--- config.mk ---
export PLATFORM = sky130hd
export DESIGN_NAME = dvi_tmds_encoder
export DESIGN_NICKNAME = d
export VERILOG_FILES = /design/src/rtl/dvi_tmds_encoder.sv
export SDC_FILE = /design/constraint.sdc
export NUM_CORES = 1
export LEC_CHECK = 0
export CAP_MARGIN = 5
export CORE_MARGIN = 3
export CORE_UTILIZATION = 30
export CTS_BUF_LIST = sky130_fd_sc_hd__clkbuf_8 sky130_fd_sc_hd__clkbuf_16
export DETAILED_ROUTE_END_ITERATION = 10
export DONT_BUFFER_PORTS = 1
export SLEW_MARGIN = 30
export SYNTH_ARGS = -nofsm -noshare
export SYNTH_HDL_FRONTEND = slang
export SYNTH_SLANG_ARGS = --single-unit
--- constraint.sdc ---
create_clock -name clk25m -period 5.8 [get_ports clk25m]
set_input_delay 0.29 -clock clk25m [delete_from_list [all_inputs] [get_ports clk25m]]
set_output_delay 0.29 -clock clk25m [all_outputs]
set_load 0.005 [all_outputs]
--- src/rtl/dvi_tmds_encoder.sv ---
// dvi_tmds_encoder: turns the scan converter's RGB332 VGA stream into three DVI TMDS
// symbols per pixel through a fixed three-stage pipeline (capture, q_m, DC balance).
`timescale 1ns/1ps
module dvi_tmds_encoder #(
    parameter logic SYNC_INVERT = 1'b0,
    parameter logic EXPAND_MODE = 1'b0
) (
    input  logic       clk25m,
    input  logic       reset_n,
    input  logic       hsync_i,
    input  logic       vsync_i,
    input  logic       blank_i,
    input  logic [7:0] rgb_i,
    output logic [9:0] tmds_b,
    output logic [9:0] tmds_g,
    output logic [9:0] tmds_r,
    output logic       de_o
);

    localparam logic [9:0] CTRL_00 = 10'b1101010100;
    localparam logic [9:0] CTRL_01 = 10'b0010101011;
    localparam logic [9:0] CTRL_10 = 10'b0101010100;
    localparam logic [9:0] CTRL_11 = 10'b1010101011;

    function automatic logic [3:0] popcount8(input logic [7:0] v);
        logic [3:0] n;
        n = '0;
        for (int i = 0; i < 8; i++) begin
            n = n + {3'b000, v[i]};
        end
        return n;
    endfunction

    function automatic logic [8:0] tmds_qm(input logic [7:0] d);
        logic [3:0] n1;
        logic       use_xnor;
        logic [8:0] qm;
        n1       = popcount8(d);
        use_xnor = (n1 > 4'd4) || ((n1 == 4'd4) && !d[0]);
        qm       = '0;
        qm[0]    = d[0];
        for (int i = 1; i < 8; i++) begin
            qm[i] = use_xnor ? ~(qm[i-1] ^ d[i]) : (qm[i-1] ^ d[i]);
        end
        qm[8] = ~use_xnor;
        return qm;
    endfunction

    // Returns {symbol, next disparity}; disparity is the running ones-minus-zeros balance.
    function automatic logic [14:0] tmds_balance(input logic [8:0] qm, input logic [3:0] n1q,
                                                 input logic signed [4:0] cnt);
        logic signed [4:0] n1;
        logic signed [4:0] n0;
        logic signed [4:0] diff;
        logic signed [4:0] bias;
        logic signed [4:0] nxt;
        logic [9:0]        sym;
        n1   = $signed({1'b0, n1q});
        n0   = 5'sd8 - n1;
        diff = n1 - n0;
        bias = qm[8] ? 5'sd2 : 5'sd0;
        if ((cnt == 5'sd0) || (n1 == n0)) begin
            sym = {~qm[8], qm[8], (qm[8] ? qm[7:0] : ~qm[7:0])};
            nxt = qm[8] ? (cnt + diff) : (cnt - diff);
        end else if (((cnt > 5'sd0) && (n1 > n0)) || ((cnt < 5'sd0) && (n0 > n1))) begin
            sym = {1'b1, qm[8], ~qm[7:0]};
            nxt = cnt + bias - diff;
        end else begin
            sym = {1'b0, qm[8], qm[7:0]};
            nxt = cnt + diff - (5'sd2 - bias);
        end
        return {sym, nxt};
    endfunction

    function automatic logic [9:0] ctrl_token(input logic [1:0] c);
        logic [9:0] t;
        case (c)
            2'b00:   t = CTRL_00;
            2'b01:   t = CTRL_01;
            2'b10:   t = CTRL_10;
            default: t = CTRL_11;
        endcase
        return t;
    endfunction

    logic [2:0] red;
    logic [2:0] green;
    logic [1:0] blue;

    logic            hsync_s1_d, hsync_s1_q;
    logic            vsync_s1_d, vsync_s1_q;
    logic            de_s1_d, de_s1_q;
    logic [2:0][7:0] color_s1_d, color_s1_q;

    logic            hsync_s2_d, hsync_s2_q;
    logic            vsync_s2_d, vsync_s2_q;
    logic            de_s2_d, de_s2_q;
    logic [2:0][8:0] qm_s2_d, qm_s2_q;
    logic [2:0][3:0] n1q_s2_d, n1q_s2_q;

    logic            de_s3_d, de_s3_q;
    logic [2:0][9:0] sym_s3_d, sym_s3_q;
    logic [2:0][4:0] cnt_s3_d, cnt_s3_q;

    assign red   = rgb_i[7:5];
    assign green = rgb_i[4:2];
    assign blue  = rgb_i[1:0];

    // Channel index order is blue, green, red to match TMDS channels 0..2.
    always_comb begin
        hsync_s1_d = hsync_i ^ SYNC_INVERT;
        vsync_s1_d = vsync_i ^ SYNC_INVERT;
        de_s1_d    = ~blank_i;
        if (EXPAND_MODE) begin
            color_s1_d[2] = {red, 5'b00000};
            color_s1_d[1] = {green, 5'b00000};
            color_s1_d[0] = {blue, 6'b000000};
        end else begin
            color_s1_d[2] = {red, red, red[2:1]};
            color_s1_d[1] = {green, green, green[2:1]};
            color_s1_d[0] = {blue, blue, blue, blue};
        end
    end

    always_comb begin
        hsync_s2_d = hsync_s1_q;
        vsync_s2_d = vsync_s1_q;
        de_s2_d    = de_s1_q;
        for (int ch = 0; ch < 3; ch++) begin
            qm_s2_d[ch]  = tmds_qm(color_s1_q[ch]);
            n1q_s2_d[ch] = popcount8(qm_s2_d[ch][7:0]);
        end
    end

    // Blanking forces control tokens and clears disparity so each active run starts balanced.
    always_comb begin
        de_s3_d = de_s2_q;
        for (int ch = 0; ch < 3; ch++) begin
            if (!de_s2_q) begin
                sym_s3_d[ch] = (ch == 0) ? ctrl_token({vsync_s2_q, hsync_s2_q}) : CTRL_00;
                cnt_s3_d[ch] = '0;
            end else begin
                {sym_s3_d[ch], cnt_s3_d[ch]} = tmds_balance(qm_s2_q[ch], n1q_s2_q[ch],
                                                            $signed(cnt_s3_q[ch]));
            end
        end
    end

    always_ff @(posedge clk25m or negedge reset_n) begin
        if (!reset_n) begin
            hsync_s1_q <= 1'b0;
            vsync_s1_q <= 1'b0;
            de_s1_q    <= 1'b0;
            color_s1_q <= '0;
            hsync_s2_q <= 1'b0;
            vsync_s2_q <= 1'b0;
            de_s2_q    <= 1'b0;
            qm_s2_q    <= '0;
            n1q_s2_q   <= '0;
            de_s3_q    <= 1'b0;
            sym_s3_q   <= {3{CTRL_00}};
            cnt_s3_q   <= '0;
        end else begin
            hsync_s1_q <= hsync_s1_d;
            vsync_s1_q <= vsync_s1_d;
            de_s1_q    <= de_s1_d;
            color_s1_q <= color_s1_d;
            hsync_s2_q <= hsync_s2_d;
            vsync_s2_q <= vsync_s2_d;
            de_s2_q    <= de_s2_d;
            qm_s2_q    <= qm_s2_d;
            n1q_s2_q   <= n1q_s2_d;
            de_s3_q    <= de_s3_d;
            sym_s3_q   <= sym_s3_d;
            cnt_s3_q   <= cnt_s3_d;
        end
    end

    assign tmds_b = sym_s3_q[0];
    assign tmds_g = sym_s3_q[1];
    assign tmds_r = sym_s3_q[2];
    assign de_o   = de_s3_q;

endmodule
==> summary.md <==
| Metric | Value |
|---|---|
| Run status | `completed` |
| Critical path class | `flip-flop to flip-flop` |
| Die Wd | `152.1 um` |
| Clock Tree Root | `clkbuf_16` |
| Setup TNS | `0 ns` |
| Ys Warns | `0` |
| Post-CTS resize count | `0` |
| Drc violations | `0` |
| GRT Util Overall | `10.56%` |
| Critical path cell sequence | `inv_1, fa_1, ha_1, nand2b_1, o21a_1, o22a_1, o22a_1, xnor2_1, fa_1, inv_1, fa_1, fa_1, ha_1, a21oi_1, nor2b_1` |
| Final Setup Violations | `0` |
| H-tree depth | `3` |
| Largest net degree at the start of global routing | `98` |
| Simple-gate share of the synthesized area | `10.20%` |
| Drt first pass iters | `4` |
| Register bit count reported by yosys | `97` |
| WHS Path Cells | `0` |
| CTS Buffer Depth | `2` |
| Gate Count Post-Synth | `594` |
| Clk slew on worst S/H paths | `0.07 ns` |
| Synthesis-to-finish area growth | `11.13%` |
| Layout Skew | `0.01205 ns` |
| Die Y | `152.1 um` |
| Worst reg2reg path startpoint | `color_s1_q[14]` |
| Max-cap violations | `0` |
| Core footprint | `20620 um2` |
| Top_reg_cell synth | `dfrtp_1` |
| Storage cell area | `2446 um2` |
| Post-Synth Adder-Cell Area | `20.12%` |
| WL/cell | `13.39 um` |
| Hold wc startpoint | `de_s1_q` |
| Yosys cell types | `65` |
| Worst relative slew slack | `about 49%` |
| CP max-delay cell | `fa_1` |
| Top post-synthesis cells by area | `dfrtp_1 32%, ha_1 14%, xnor2_1 7.8%` |
| Compound-gate portion of the synthesized area | `10.66%` |
| Area taken by multi-input logic gates | `3618 um2` |
| FP Rows | `52` |
| Worst Path Required | `6.04 ns` |
| First-pass GRT wire length | `20300 um` |
| Number of synthesized flops with an enable pin | `0` |
| Hold Fails Final Rpt | `0` |
| Register area share after synthesis | `38.18%` |
| Delay-heaviest family, CP | `adder cells` |
| Post-synth top area cell | `dfrtp_1` |
| Initial antenna violation count | `0` |
| # fillers | `2012` |
| DR iter-0 viols | `204` |
| GR Overflow Total | `0` |
| Clock sink count | `97` |
| Critical Path Start | `color_s1_q[14]` |
| Maximum fanout along the worst path | `9` |
| Post-Syn Nets | `approximately 700` |
| Cell count of the worst reg-to-reg path | `15` |
| Asr flop ratio synth | `100.0%` |
| RSZ-0062 raised after global routing | `false` |
| Vias per cell | `~4.5` |
| NumNets Final | `709` |
| Fmax | `between 0.2 and 0.25 GHz` |
| Starting Density | `31.06%` |
| Diodes inserted | `0` |
| Area of the die | `23140 um2` |
| Avg Cell Area, Syn | `about 11 um2` |
| Post-synth top area share | `32.03%` |
| Final worst-path cycle share | `80.48%` |
| WL final | `~12000 um` |
| Max Slew Vio Count | `0` |
| Crit path largest cell delay | `0.55 ns` |
| Vias in the first global route | `4044` |
| CTS tree | `done` |
| ANT nets after route | `0` |
| DP HPWL | `8676 um` |
| Worst-Margin Slew | `roughly 0.76 ns` |
| Port Buf Inserts | `0` |
| Xor and xnor area share after synthesis | `between 10 and 15%` |
| Crit path launch type | `flip-flop` |
| Synthesized area | `between 6000 and 7000 um2` |
| I/O pin count | `44` |
| Clock Latency Late Sink | `0.35 ns` |
| Period minus WS final | `4.668 ns` |
| WP depth | `15` |
| Mux cell area share after synthesis | `roughly 2.8%` |
| Hold Crit Class | `flip-flop to flip-flop` |
| Share of cells above drive strength 1 | `9.836%` |
| Placer Congestion | `0.8212` |
| Total CTS buffers | `9` |
| Buffers & Inverters on Critical Path | `2` |
| Worst path most repeated cell | `fa_1` |
| Crit. End Element | `flip-flop` |
| Via count | `3942` |
| Arrival time worst endpoint | `4.90 ns` |
| Largest family of logic cells by synthesized area | `adder cells` |
==> through the flow <==
stage | setup slack (ns) | utilization, % | std cells | area (um2) | hold WS (ns)
floorplan | 1.402 | - | 594 | 6406 | -0.005591
global placement | 1.204 | 32.28 | 851 | 6658 | -0.003436
detailed placement | 1.081 | 32.28 | 851 | 6658 | -0.003511
CTS | 1.077 | 34.52 | 880 | 7119 | 0.3501
global route | 0.8266 | 34.52 | 880 | 7119 | 0.3594
finish | 1.132 | 34.52 | 880 | 7119 | 0.3491
==> sequential cells by signal, summed over array words and instances, names as in the netlist, 8 cells and up <==
signal      count
qm_s2_q        26
n1q_s2_q       12
cnt_s3_q       15
tmds_b          9
color_s1_q      8
tmds_g         10
tmds_r         10
==> cells in the mapped netlist (all sizes together), types with 2 or more instances <==
| master | number |
|---|---|
| or4 | 2 |
| nand2 | 31 |
| a2111oi | 2 |
| dfrtp | 82 |
| mux2 | 3 |
| a221oi | 3 |
| dfstp | 15 |
| o2111ai | 2 |
| fa | 20 |
| o31ai | 2 |
| o21bai | 5 |
| clkbuf | 8 |
| nor3 | 13 |
| a21boi | 2 |
| o21a | 5 |
| a21o | 13 |
| nor3b | 5 |
| nor2 | 34 |
| o21ai | 22 |
| or3 | 2 |
| a31oi | 2 |
| and2 | 5 |
| nand3 | 5 |
| ha | 71 |
| buf | 6 |
| o311ai | 2 |
| mux2i | 11 |
| a22oi | 2 |
| a21oi | 20 |
| nand3b | 2 |
| or2 | 3 |
| a211oi | 8 |
| nor4 | 3 |
| nor2b | 12 |
| inv | 66 |
| xor2 | 33 |
| o22a | 2 |
| nand2b | 6 |
| xnor2 | 58 |
==> cells in the final DEF (no fill, tap or decap), types with 3 or more instances in the layout <==
cell type	instances
clkbuf_16	9
nor2b_1	12
mux2i_4	3
mux2i_1	8
nor3b_1	5
o21ai_1	6
o21ai_0	15
a21o_1	12
mux2_2	3
nand2_1	30
xor2_1	32
dfstp_2	15
xnor2_1	57
o21a_1	5
inv_1	64
o21bai_1	5
a21oi_1	20
ha_1	71
dlygate4sd3_1	12
nand2b_1	6
nor3_1	12
and2_1	4
nor4_1	3
nand3_1	5
dfrtp_1	82
nor2_1	34
fa_1	20
a221oi_1	3
a211oi_1	5
==> worst paths after layout <==
check | slack (ns) | endpoint
worst max register to register | 1.13 | n1q_s2_q[7]
worst min-delay path | 0.35 | de_s2_q
worst max-delay path | 1.13 | n1q_s2_q[7]
max in group asynchronous | 4.87 | tmds_g[4]
worst min register to register | 0.35 | de_s2_q
min in group asynchronous | 0.51 | color_s1_q[21]
==> layout make-up <==
class	instances	share of cell area [%]
multi-input cells	417	50.83
flip-flops and latches	97	34.36
well taps	270	4.745
inverters	66	3.480
repair buffers	14	2.179
clock buffers	10	3.357
clock inverters	6	1.054
==> timing repair <==
action,in CTS,in global routing
hold endpoints to repair,108,0
buffers inserted,0,0
hold buffers,13,0
==> metal layers <==
| metal | vias up | GRT usage, % | part of all wire, % |
|---|---|---|---|
| met5 | - | 0 | 0 |
| met1 | 1896 | 14.86 | 50 |
| met2 | 53 | 16.17 | 45 |
| met4 | 0 | 3.810 | 1.8 |
| met3 | 17 | 2.130 | 3.4 |
| li1 | 1976 | - | - |
==> cells by family after synthesis <==
kind of cell,after synthesis
AOI/OAI and AO/OA,95
xor gates and xnor gates,91
buffers and inverters,80
muxes,14
and+or+nand+nor,126
adders and majority gates,91
DFF,97
Power is left out: the tool's default activity adds up to more than one toggle a clock period on the data nets, which glitch-free logic cannot reach.
